==> src/rtl/coa_ctrl_pkg.sv <==
`default_nettype none
// +-----------------------------------------------------------------------------+
// | coa_ctrl_pkg : control-word bit map, field codes, states and opcodes        |
// | Rev 1.0                                                                     |
// +-----------------------------------------------------------------------------+
package coa_ctrl_pkg;

  // Control-word bit indices (multi-bit fields give their LSB)
  localparam int B_ALUSRCX  = 0;
  localparam int B_ALUSRCY  = 1;
  localparam int B_ALUFUNC  = 3;
  localparam int B_PCSRC    = 5;
  localparam int B_IORD     = 7;
  localparam int B_DREGSEL0 = 8;
  localparam int B_DREGSEL1 = 9;
  localparam int B_REGINSRC = 10;
  localparam int B_REGDST   = 11;
  localparam int B_REGWRITE = 13;
  localparam int B_IRWRITE  = 14;
  localparam int B_MEMREAD  = 15;
  localparam int B_MEMWRITE = 16;
  localparam int B_PCWRITE  = 17;
  localparam int B_BREQ     = 18;
  localparam int B_BRNE     = 19;

  localparam logic [1:0] Y_RT     = 2'b00;
  localparam logic [1:0] Y_FOUR   = 2'b01;
  localparam logic [1:0] Y_IMM    = 2'b10;
  localparam logic [1:0] Y_IMM_SH = 2'b11;

  localparam logic [1:0] F_ADD   = 2'b00;
  localparam logic [1:0] F_SUB   = 2'b01;
  localparam logic [1:0] F_OPFN  = 2'b10;
  localparam logic [1:0] F_PASSX = 2'b11;

  localparam logic [1:0] PC_ALU    = 2'b00;
  localparam logic [1:0] PC_ALUOUT = 2'b01;
  localparam logic [1:0] PC_JTA    = 2'b10;
  localparam logic [1:0] PC_RS     = 2'b11;

  localparam logic [1:0] RD_RT = 2'b00;
  localparam logic [1:0] RD_RD = 2'b01;
  localparam logic [1:0] RD_RA = 2'b10;

  typedef enum logic [3:0] {
    S_IDLE   = 4'd0,
    S_FETCH  = 4'd1,
    S_DECODE = 4'd2,
    S_EXEC_R = 4'd3,
    S_R_WB   = 4'd4,
    S_ADDR   = 4'd5,
    S_LD_MEM = 4'd6,
    S_LD_WB  = 4'd7,
    S_ST_MEM = 4'd8,
    S_BRANCH = 4'd9,
    S_JUMP   = 4'd10,
    S_JAL    = 4'd11,
    S_JR     = 4'd12,
    S_I_EXEC = 4'd13,
    S_I_WB   = 4'd14,
    S_HALT   = 4'd15
  } state_e;

  localparam logic [5:0] OP_RTYPE = 6'd0;
  localparam logic [5:0] OP_J     = 6'd2;
  localparam logic [5:0] OP_JAL   = 6'd3;
  localparam logic [5:0] OP_BEQ   = 6'd4;
  localparam logic [5:0] OP_BNE   = 6'd5;
  localparam logic [5:0] OP_ADDI  = 6'd8;
  localparam logic [5:0] OP_SLTI  = 6'd10;
  localparam logic [5:0] OP_ANDI  = 6'd12;
  localparam logic [5:0] OP_ORI   = 6'd13;
  localparam logic [5:0] OP_XORI  = 6'd14;
  localparam logic [5:0] OP_LUI   = 6'd15;
  localparam logic [5:0] OP_LW    = 6'd35;
  localparam logic [5:0] OP_SW    = 6'd43;

  localparam logic [5:0] FN_JR      = 6'd8;
  localparam logic [5:0] FN_SYSCALL = 6'd12;

endpackage
`default_nettype wire

==> src/rtl/ctrl_word_rom.sv <==
`default_nettype none
// +-----------------------------------------------------------------------------+
// | ctrl_word_rom : state (+op, mem_ready) to control word, purely combinational |
// | Rev 1.0                                                                     |
// +-----------------------------------------------------------------------------+
module ctrl_word_rom
  import coa_ctrl_pkg::*;
#(
  parameter int CTRL_W = 22
) (
  input  state_e              state_i,
  input  logic [5:0]          op_i,
  input  logic                mem_ready_i,
  output logic [CTRL_W-1:0]   ctrl_o
);

  always_comb begin
    ctrl_o = '0;
    unique case (state_i)
      S_FETCH: begin
        ctrl_o[B_MEMREAD]        = 1'b1;
        ctrl_o[B_ALUSRCY +: 2]   = Y_FOUR;
        // IR and PC only load once the fetched word is actually valid
        ctrl_o[B_IRWRITE]        = mem_ready_i;
        ctrl_o[B_PCWRITE]        = mem_ready_i;
      end
      S_DECODE: ctrl_o[B_ALUSRCY +: 2] = Y_IMM_SH;
      S_EXEC_R: begin
        ctrl_o[B_ALUSRCX]        = 1'b1;
        ctrl_o[B_ALUFUNC +: 2]   = F_OPFN;
      end
      S_R_WB: begin
        ctrl_o[B_REGWRITE]       = 1'b1;
        ctrl_o[B_REGINSRC]       = 1'b1;
        ctrl_o[B_REGDST +: 2]    = RD_RD;
      end
      S_ADDR: begin
        ctrl_o[B_ALUSRCX]        = 1'b1;
        ctrl_o[B_ALUSRCY +: 2]   = Y_IMM;
      end
      S_LD_MEM: begin
        ctrl_o[B_MEMREAD]        = 1'b1;
        ctrl_o[B_IORD]           = 1'b1;
      end
      S_LD_WB: ctrl_o[B_REGWRITE] = 1'b1;
      S_ST_MEM: begin
        ctrl_o[B_MEMWRITE]       = 1'b1;
        ctrl_o[B_IORD]           = 1'b1;
      end
      S_BRANCH: begin
        ctrl_o[B_ALUSRCX]        = 1'b1;
        ctrl_o[B_ALUFUNC +: 2]   = F_SUB;
        ctrl_o[B_PCSRC +: 2]     = PC_ALUOUT;
        ctrl_o[B_BREQ]           = (op_i == OP_BEQ);
        ctrl_o[B_BRNE]           = (op_i == OP_BNE);
      end
      S_JUMP: begin
        ctrl_o[B_PCSRC +: 2]     = PC_JTA;
        ctrl_o[B_PCWRITE]        = 1'b1;
      end
      S_JR: begin
        ctrl_o[B_PCSRC +: 2]     = PC_RS;
        ctrl_o[B_PCWRITE]        = 1'b1;
      end
      S_JAL: begin
        ctrl_o[B_PCSRC +: 2]     = PC_JTA;
        ctrl_o[B_PCWRITE]        = 1'b1;
        ctrl_o[B_REGWRITE]       = 1'b1;
        ctrl_o[B_REGDST +: 2]    = RD_RA;
        ctrl_o[B_REGINSRC]       = 1'b1;
        ctrl_o[B_ALUFUNC +: 2]   = F_PASSX;
      end
      S_I_EXEC: begin
        ctrl_o[B_ALUSRCX]        = 1'b1;
        ctrl_o[B_ALUSRCY +: 2]   = Y_IMM;
        ctrl_o[B_ALUFUNC +: 2]   = F_OPFN;
      end
      S_I_WB: begin
        ctrl_o[B_REGWRITE]       = 1'b1;
        ctrl_o[B_REGINSRC]       = 1'b1;
        ctrl_o[B_REGDST +: 2]    = RD_RT;
      end
      default: ctrl_o = '0;
    endcase
  end

endmodule
`default_nettype wire

==> src/rtl/multicycle_ctrl.sv <==
`default_nettype none
// +-----------------------------------------------------------------------------+
// | multicycle_ctrl : multicycle control FSM with memory stall and retire count |
// | Rev 1.0                                                                     |
// +-----------------------------------------------------------------------------+
module multicycle_ctrl
  import coa_ctrl_pkg::*;
#(
  parameter int CTRL_W  = 22,
  parameter int STATE_W = 4,
  parameter int CNT_W   = 32
) (
  input  logic               clk,
  input  logic               reset,
  input  logic [5:0]         op_in,
  input  logic [5:0]         fn_in,
  input  logic               mem_ready,
  output logic [CTRL_W-1:0]  ctrl_out,
  output logic [STATE_W-1:0] state_out,
  output logic               halted,
  output logic               illegal,
  output logic [CNT_W-1:0]   instr_count
);

  state_e           state_q, state_d;
  logic             halted_q, halted_d;
  logic             illegal_q, illegal_d;
  logic [CNT_W-1:0] count_q, count_d;
  logic             cnt_inc;

  always_ff @(posedge clk or posedge reset) begin
    if (reset) begin
      state_q   <= S_IDLE;
      halted_q  <= 1'b0;
      illegal_q <= 1'b0;
      count_q   <= '0;
    end else begin
      state_q   <= state_d;
      halted_q  <= halted_d;
      illegal_q <= illegal_d;
      count_q   <= count_d;
    end
  end

  always_comb begin
    state_d   = state_q;
    illegal_d = illegal_q;
    cnt_inc   = 1'b0;
    unique case (state_q)
      S_IDLE:   state_d = S_FETCH;
      S_FETCH:  state_d = mem_ready ? S_DECODE : S_FETCH;
      S_DECODE: begin
        case (op_in)
          OP_RTYPE: begin
            if (fn_in == FN_JR) begin
              state_d = S_JR;
            end else if (fn_in == FN_SYSCALL) begin
              state_d = S_HALT;
              cnt_inc = 1'b1;
            end else begin
              state_d = S_EXEC_R;
            end
          end
          OP_J:                 state_d = S_JUMP;
          OP_JAL:               state_d = S_JAL;
          OP_BEQ, OP_BNE:       state_d = S_BRANCH;
          OP_ADDI, OP_SLTI, OP_ANDI,
          OP_ORI, OP_XORI, OP_LUI: state_d = S_I_EXEC;
          OP_LW, OP_SW:         state_d = S_ADDR;
          default: begin
            state_d   = S_HALT;
            illegal_d = 1'b1;
          end
        endcase
      end
      S_EXEC_R: state_d = S_R_WB;
      S_I_EXEC: state_d = S_I_WB;
      S_ADDR:   state_d = (op_in == OP_LW) ? S_LD_MEM : S_ST_MEM;
      S_LD_MEM: state_d = mem_ready ? S_LD_WB : S_LD_MEM;
      S_ST_MEM: state_d = mem_ready ? S_FETCH : S_ST_MEM;
      S_R_WB, S_I_WB, S_LD_WB, S_BRANCH,
      S_JUMP, S_JR, S_JAL: state_d = S_FETCH;
      S_HALT:   state_d = S_HALT;
      default:  state_d = S_IDLE;
    endcase
    // A retire is the return to FETCH; the first fetch after IDLE retires nothing
    if (state_d == S_FETCH && state_q != S_FETCH && state_q != S_IDLE) begin
      cnt_inc = 1'b1;
    end
  end

  assign halted_d = halted_q | (state_d == S_HALT);
  assign count_d  = count_q + CNT_W'(cnt_inc);

  ctrl_word_rom #(.CTRL_W(CTRL_W)) u_rom (
    .state_i     (state_q),
    .op_i        (op_in),
    .mem_ready_i (mem_ready),
    .ctrl_o      (ctrl_out)
  );

  assign state_out   = STATE_W'(state_q);
  assign halted      = halted_q;
  assign illegal     = illegal_q;
  assign instr_count = count_q;

endmodule
`default_nettype wire

==> config.mk <==
export PLATFORM = sky130hd
export DESIGN_NAME = multicycle_ctrl
export DESIGN_NICKNAME = d
export VERILOG_FILES = /design/src/rtl/coa_ctrl_pkg.sv /design/src/rtl/ctrl_word_rom.sv /design/src/rtl/multicycle_ctrl.sv
export SDC_FILE = /design/constraint.sdc
export NUM_CORES = 1
export LEC_CHECK = 0
export CORE_ASPECT_RATIO = 1.5
export CORE_UTILIZATION = 43
export CTS_BUF_LIST = sky130_fd_sc_hd__clkbuf_4
export DETAILED_ROUTE_END_ITERATION = 6
export GPL_ROUTABILITY_DRIVEN = 0
export PLACE_DENSITY = 0.79
export SLEW_MARGIN = 20
export SYNTH_ARGS = -nofsm -noshare
export SYNTH_HDL_FRONTEND = slang
export SYNTH_HIERARCHICAL = 1
export SYNTH_SLANG_ARGS = --single-unit
==> constraint.sdc <==
create_clock -name clk -period 2.75 [get_ports clk]
set_input_delay 0.6875 -clock clk [delete_from_list [all_inputs] [get_ports clk]]
set_output_delay 0.6875 -clock clk [all_outputs]
set_load 0.05 [all_outputs]
==> flow_summary_export.csv <==
group,metric,value,unit
die,die_h,91.2,um
logic_synthesis,synth_fa_ha_area_frac,0.0110,
logic_synthesis,synth_ff_type,"dfrtp_1",
setup_path,r2r_cells,14,
global_routing,grt_start_max_net_pins,39,
pwr,p_leak,1.60,nW
global_routing,grt_usage,0.237,
detailed_routing,firstDrtPassIters,4,
logic_synthesis,syn-cell-area,0.00228,mm2
global_routing,grt_overflow_total,0,
setup_path,ff2ff_setup_slack,0.15,ns
setup_path,worstSetupStartpointType,"input pin",
cells_and_area,nets,359,
cts,cts_buffers,5,
timing,finalCriticalPeriod,2.67,ns
cells_and_area,final_util,0.692,
setup_path,worstPathRequired,2.06,ns
cells_and_area,diodes,0,
logic_synthesis,syn_avg_cell_area,9.66,um2
die,ioPinCount,75,
logic_synthesis,yosys_warnings,6,
job,max-cap-violations,0,
cts,tritoncts,"yes",
timing,tns,0,ns
logic_synthesis,synthTopCellsByArea,"dfrtp_1, xnor2_1, xor2_1, nand3_1, nand2_1",
logic_synthesis,synthDistinctLibCells,54,
detailed_routing,wl,6120,um
logic_synthesis,synth_top_family_by_area,"simple AND/OR/NAND/NOR gates",
cts,cts_buffer_depth,2,
detailed_routing,routedWlPerCell,14.9,um
global_routing,grt_antenna_before_repair,0,
timing,worstMarginPinSlew,0.515,ns
logic_synthesis,synth.mux.area_fraction,0.00439,
setup_path,cp-end-kind,"primary output",
logic_synthesis,synth_compound_area_frac,0.0867,
setup_path,worst-path-max-fanout,5,
logic_synthesis,synthXorXnorAreaFrac,0.131,
worst_hold_path,hold_path_class,"reg -> reg",
die,die-area,0.00561,mm2
pwr,finalPower,2.95,mW
timing,max_slew_margin,0.655,
logic_synthesis,synth-seq-cells,38,
timing,rsz0062_at_grt,"yes",
run_status,status,"complete, no violations",
logic_synthesis,synth_seq_area_share,0.417,
global_routing,globalRouteMet2Util,0.409,
detailed_routing,drtIter0Drc,54,
logic_synthesis,synth_edf_count,0,
cells_and_area,synthToLayoutAreaGrowth,55.5,%
cells_and_area,post_route_cells_drive_above_1_share,0.332,
pwr,peakVddDrop,0.689,mV
logic_synthesis,yosysTopAreaCell,"dfrtp_1",
detailed_routing,drcViolationCount,0,
cts,htreeDepth,2,
timing,max_freq,374,MHz
detailed_routing,vias,2170,
cts,worstSkewPairLatency,0.35,ns
global_routing,grtUsageMet1,0.272,
worst_hold_path,min_path_cells,1,
cts,clk_pin_slew_worst_paths,0.11,ns
setup_path,path_class,"in -> out",
placement,place_hpwl,4230,um
logic_synthesis,synthArstFlopShare,1.00,
global_routing,gr-usage-met3,0.0470,
placement,portBuffers,70,
timing,hold_viol,0,
pwr,powerDensity,833,mW/mm2
timing,setup_slack,0.0768,ns
logic_synthesis,synth.top_cell.area_share,0.417,
global_routing,busiest_layer,"met2",
timing,whs,0.466,ns
cts,cts_sinks,38,
placement,post-place-ws,-0.657,ns
timing,final-max-slew-violation-count,0,
detailed_routing,vias_per_cell,5.28,
setup_path,crit_arrival,1.99,ns
die,start_util,0.445,
cts,postCtsHoldBufs,0,
timing,timing.final.crit_share,0.972,
logic_synthesis,synthSimpleGateAreaFrac,0.313,
logic_synthesis,syn_inst,236,
timing,setup_viol,0,
timing,skew,0.0118,ns
global_routing,grt_pass1_vias,2202,
detailed_routing,antenna_left,0,
cts,cts-root-buf,"clkbuf_4",
die,coreArea,0.00512,mm2
die,die_w,61.5,um
global_routing,grt_pass1_wl,10000,um
die,rows,32,
## placed cells by master (no fill, tap or decap), types with 6 or more instances in the layout
| cell | count |
|---|---|
| buf_4 | 43 |
| clkdlybuf4s50_1 | 39 |
| dfrtp_1 | 34 |
| xnor2_1 | 20 |
| nand3_1 | 14 |
| nand2_1 | 14 |
| nor2_1 | 14 |
| xor2_1 | 13 |
| a21oi_1 | 9 |
| and3_1 | 8 |
| nor2b_1 | 6 |
| nand4_1 | 6 |
| buf_6 | 6 |
## per-layer routing
layer	part of all wire	wire length [um]
met2	0.55	3390
met4	0.016	99
met5	0	0
met1	0.39	2420
met3	0.035	215
## cell type report
type                    count  area (um2)
fillers                   408        1580
multi-input cells         187        1430
repair buffers            107         986
flip-flops and latches     38         956
well taps                  68        85.1
clock inverters             3        45.0
clock buffers               5        37.5
inverters                   3        11.3
## critical path, cell delays in order
cell and delay, ns:
buf_2 0.14, buf_4 0.14, or4_4 0.56, nor4b_4 0.29, buf_12 0.18
## synthesized netlist by cell type, types with 2 or more instances
library cell,n
dfrtp_1,38
xnor2_1,21
nand2_1,18
nor2_1,17
nand3_1,15
xor2_1,13
a21oi_1,11
nor2b_1,9
and3_1,8
o21ai_0,7
nand4_1,6
nor3b_1,6
buf_2,5
buf_4,4
nand2b_1,4
nor3_1,3
a211oi_1,2
a21o_1,2
and4_1,2
and4_4,2
ha_1,2
inv_1,2
nand3b_1,2
nor2_2,2
nor4b_2,2
o21a_1,2
o21ai_2,2
o311ai_1,2
or4_4,2
## logic make-up after synthesis
| family | after synthesis |
|---|---|
| AND/OR/NAND/NOR | 114 |
| flip-flops | 38 |
| XOR/XNOR | 34 |
| other | 1 |
| buffers and inverters | 14 |
| AO/OA/AOI/OAI | 32 |
| multiplexers | 1 |
| adder cells (fa/ha/maj) | 2 |
## registers in the layout, indices dropped and copies added (netlist names)
register / cells
instr_count: 32
state_out: 4
halted: 1
illegal: 1
## final timing paths
| kind | to | from |
|---|---|---|
| setup / recovery | ctrl_out[19] | op_in[4] |
| hold / removal | illegal | illegal |
| setup reg to reg | instr_count[30] | state_out[2] |
| hold reg to reg | illegal | illegal |
| max in group asynchronous | state_out[1] | reset |
| min in group asynchronous | instr_count[9] | reset |
## what timing repair did
item                                    4_1_cts  5_1_grt
gates cloned                                  0        0
endpoints found under the setup margin       28       25
pin swaps                                    17       16
resized for setup                            39       23
buffers inserted                              8        2
## power breakdown
part | internal, mW | total (mW) | switching, mW
Clock | 0.191 | 0.387 | 0.197
Combinational | 0.702 | 1.80 | 1.10
Sequential | 0.647 | 0.762 | 0.115
## metrics by stage
step,instance area (um2),std cells
after floorplan,2370,239
after global placement,3290,393
after detailed placement,3290,393
after CTS,3490,409
after global routing,3550,411
final,3550,411
Power figures use the tool's default switching activity.
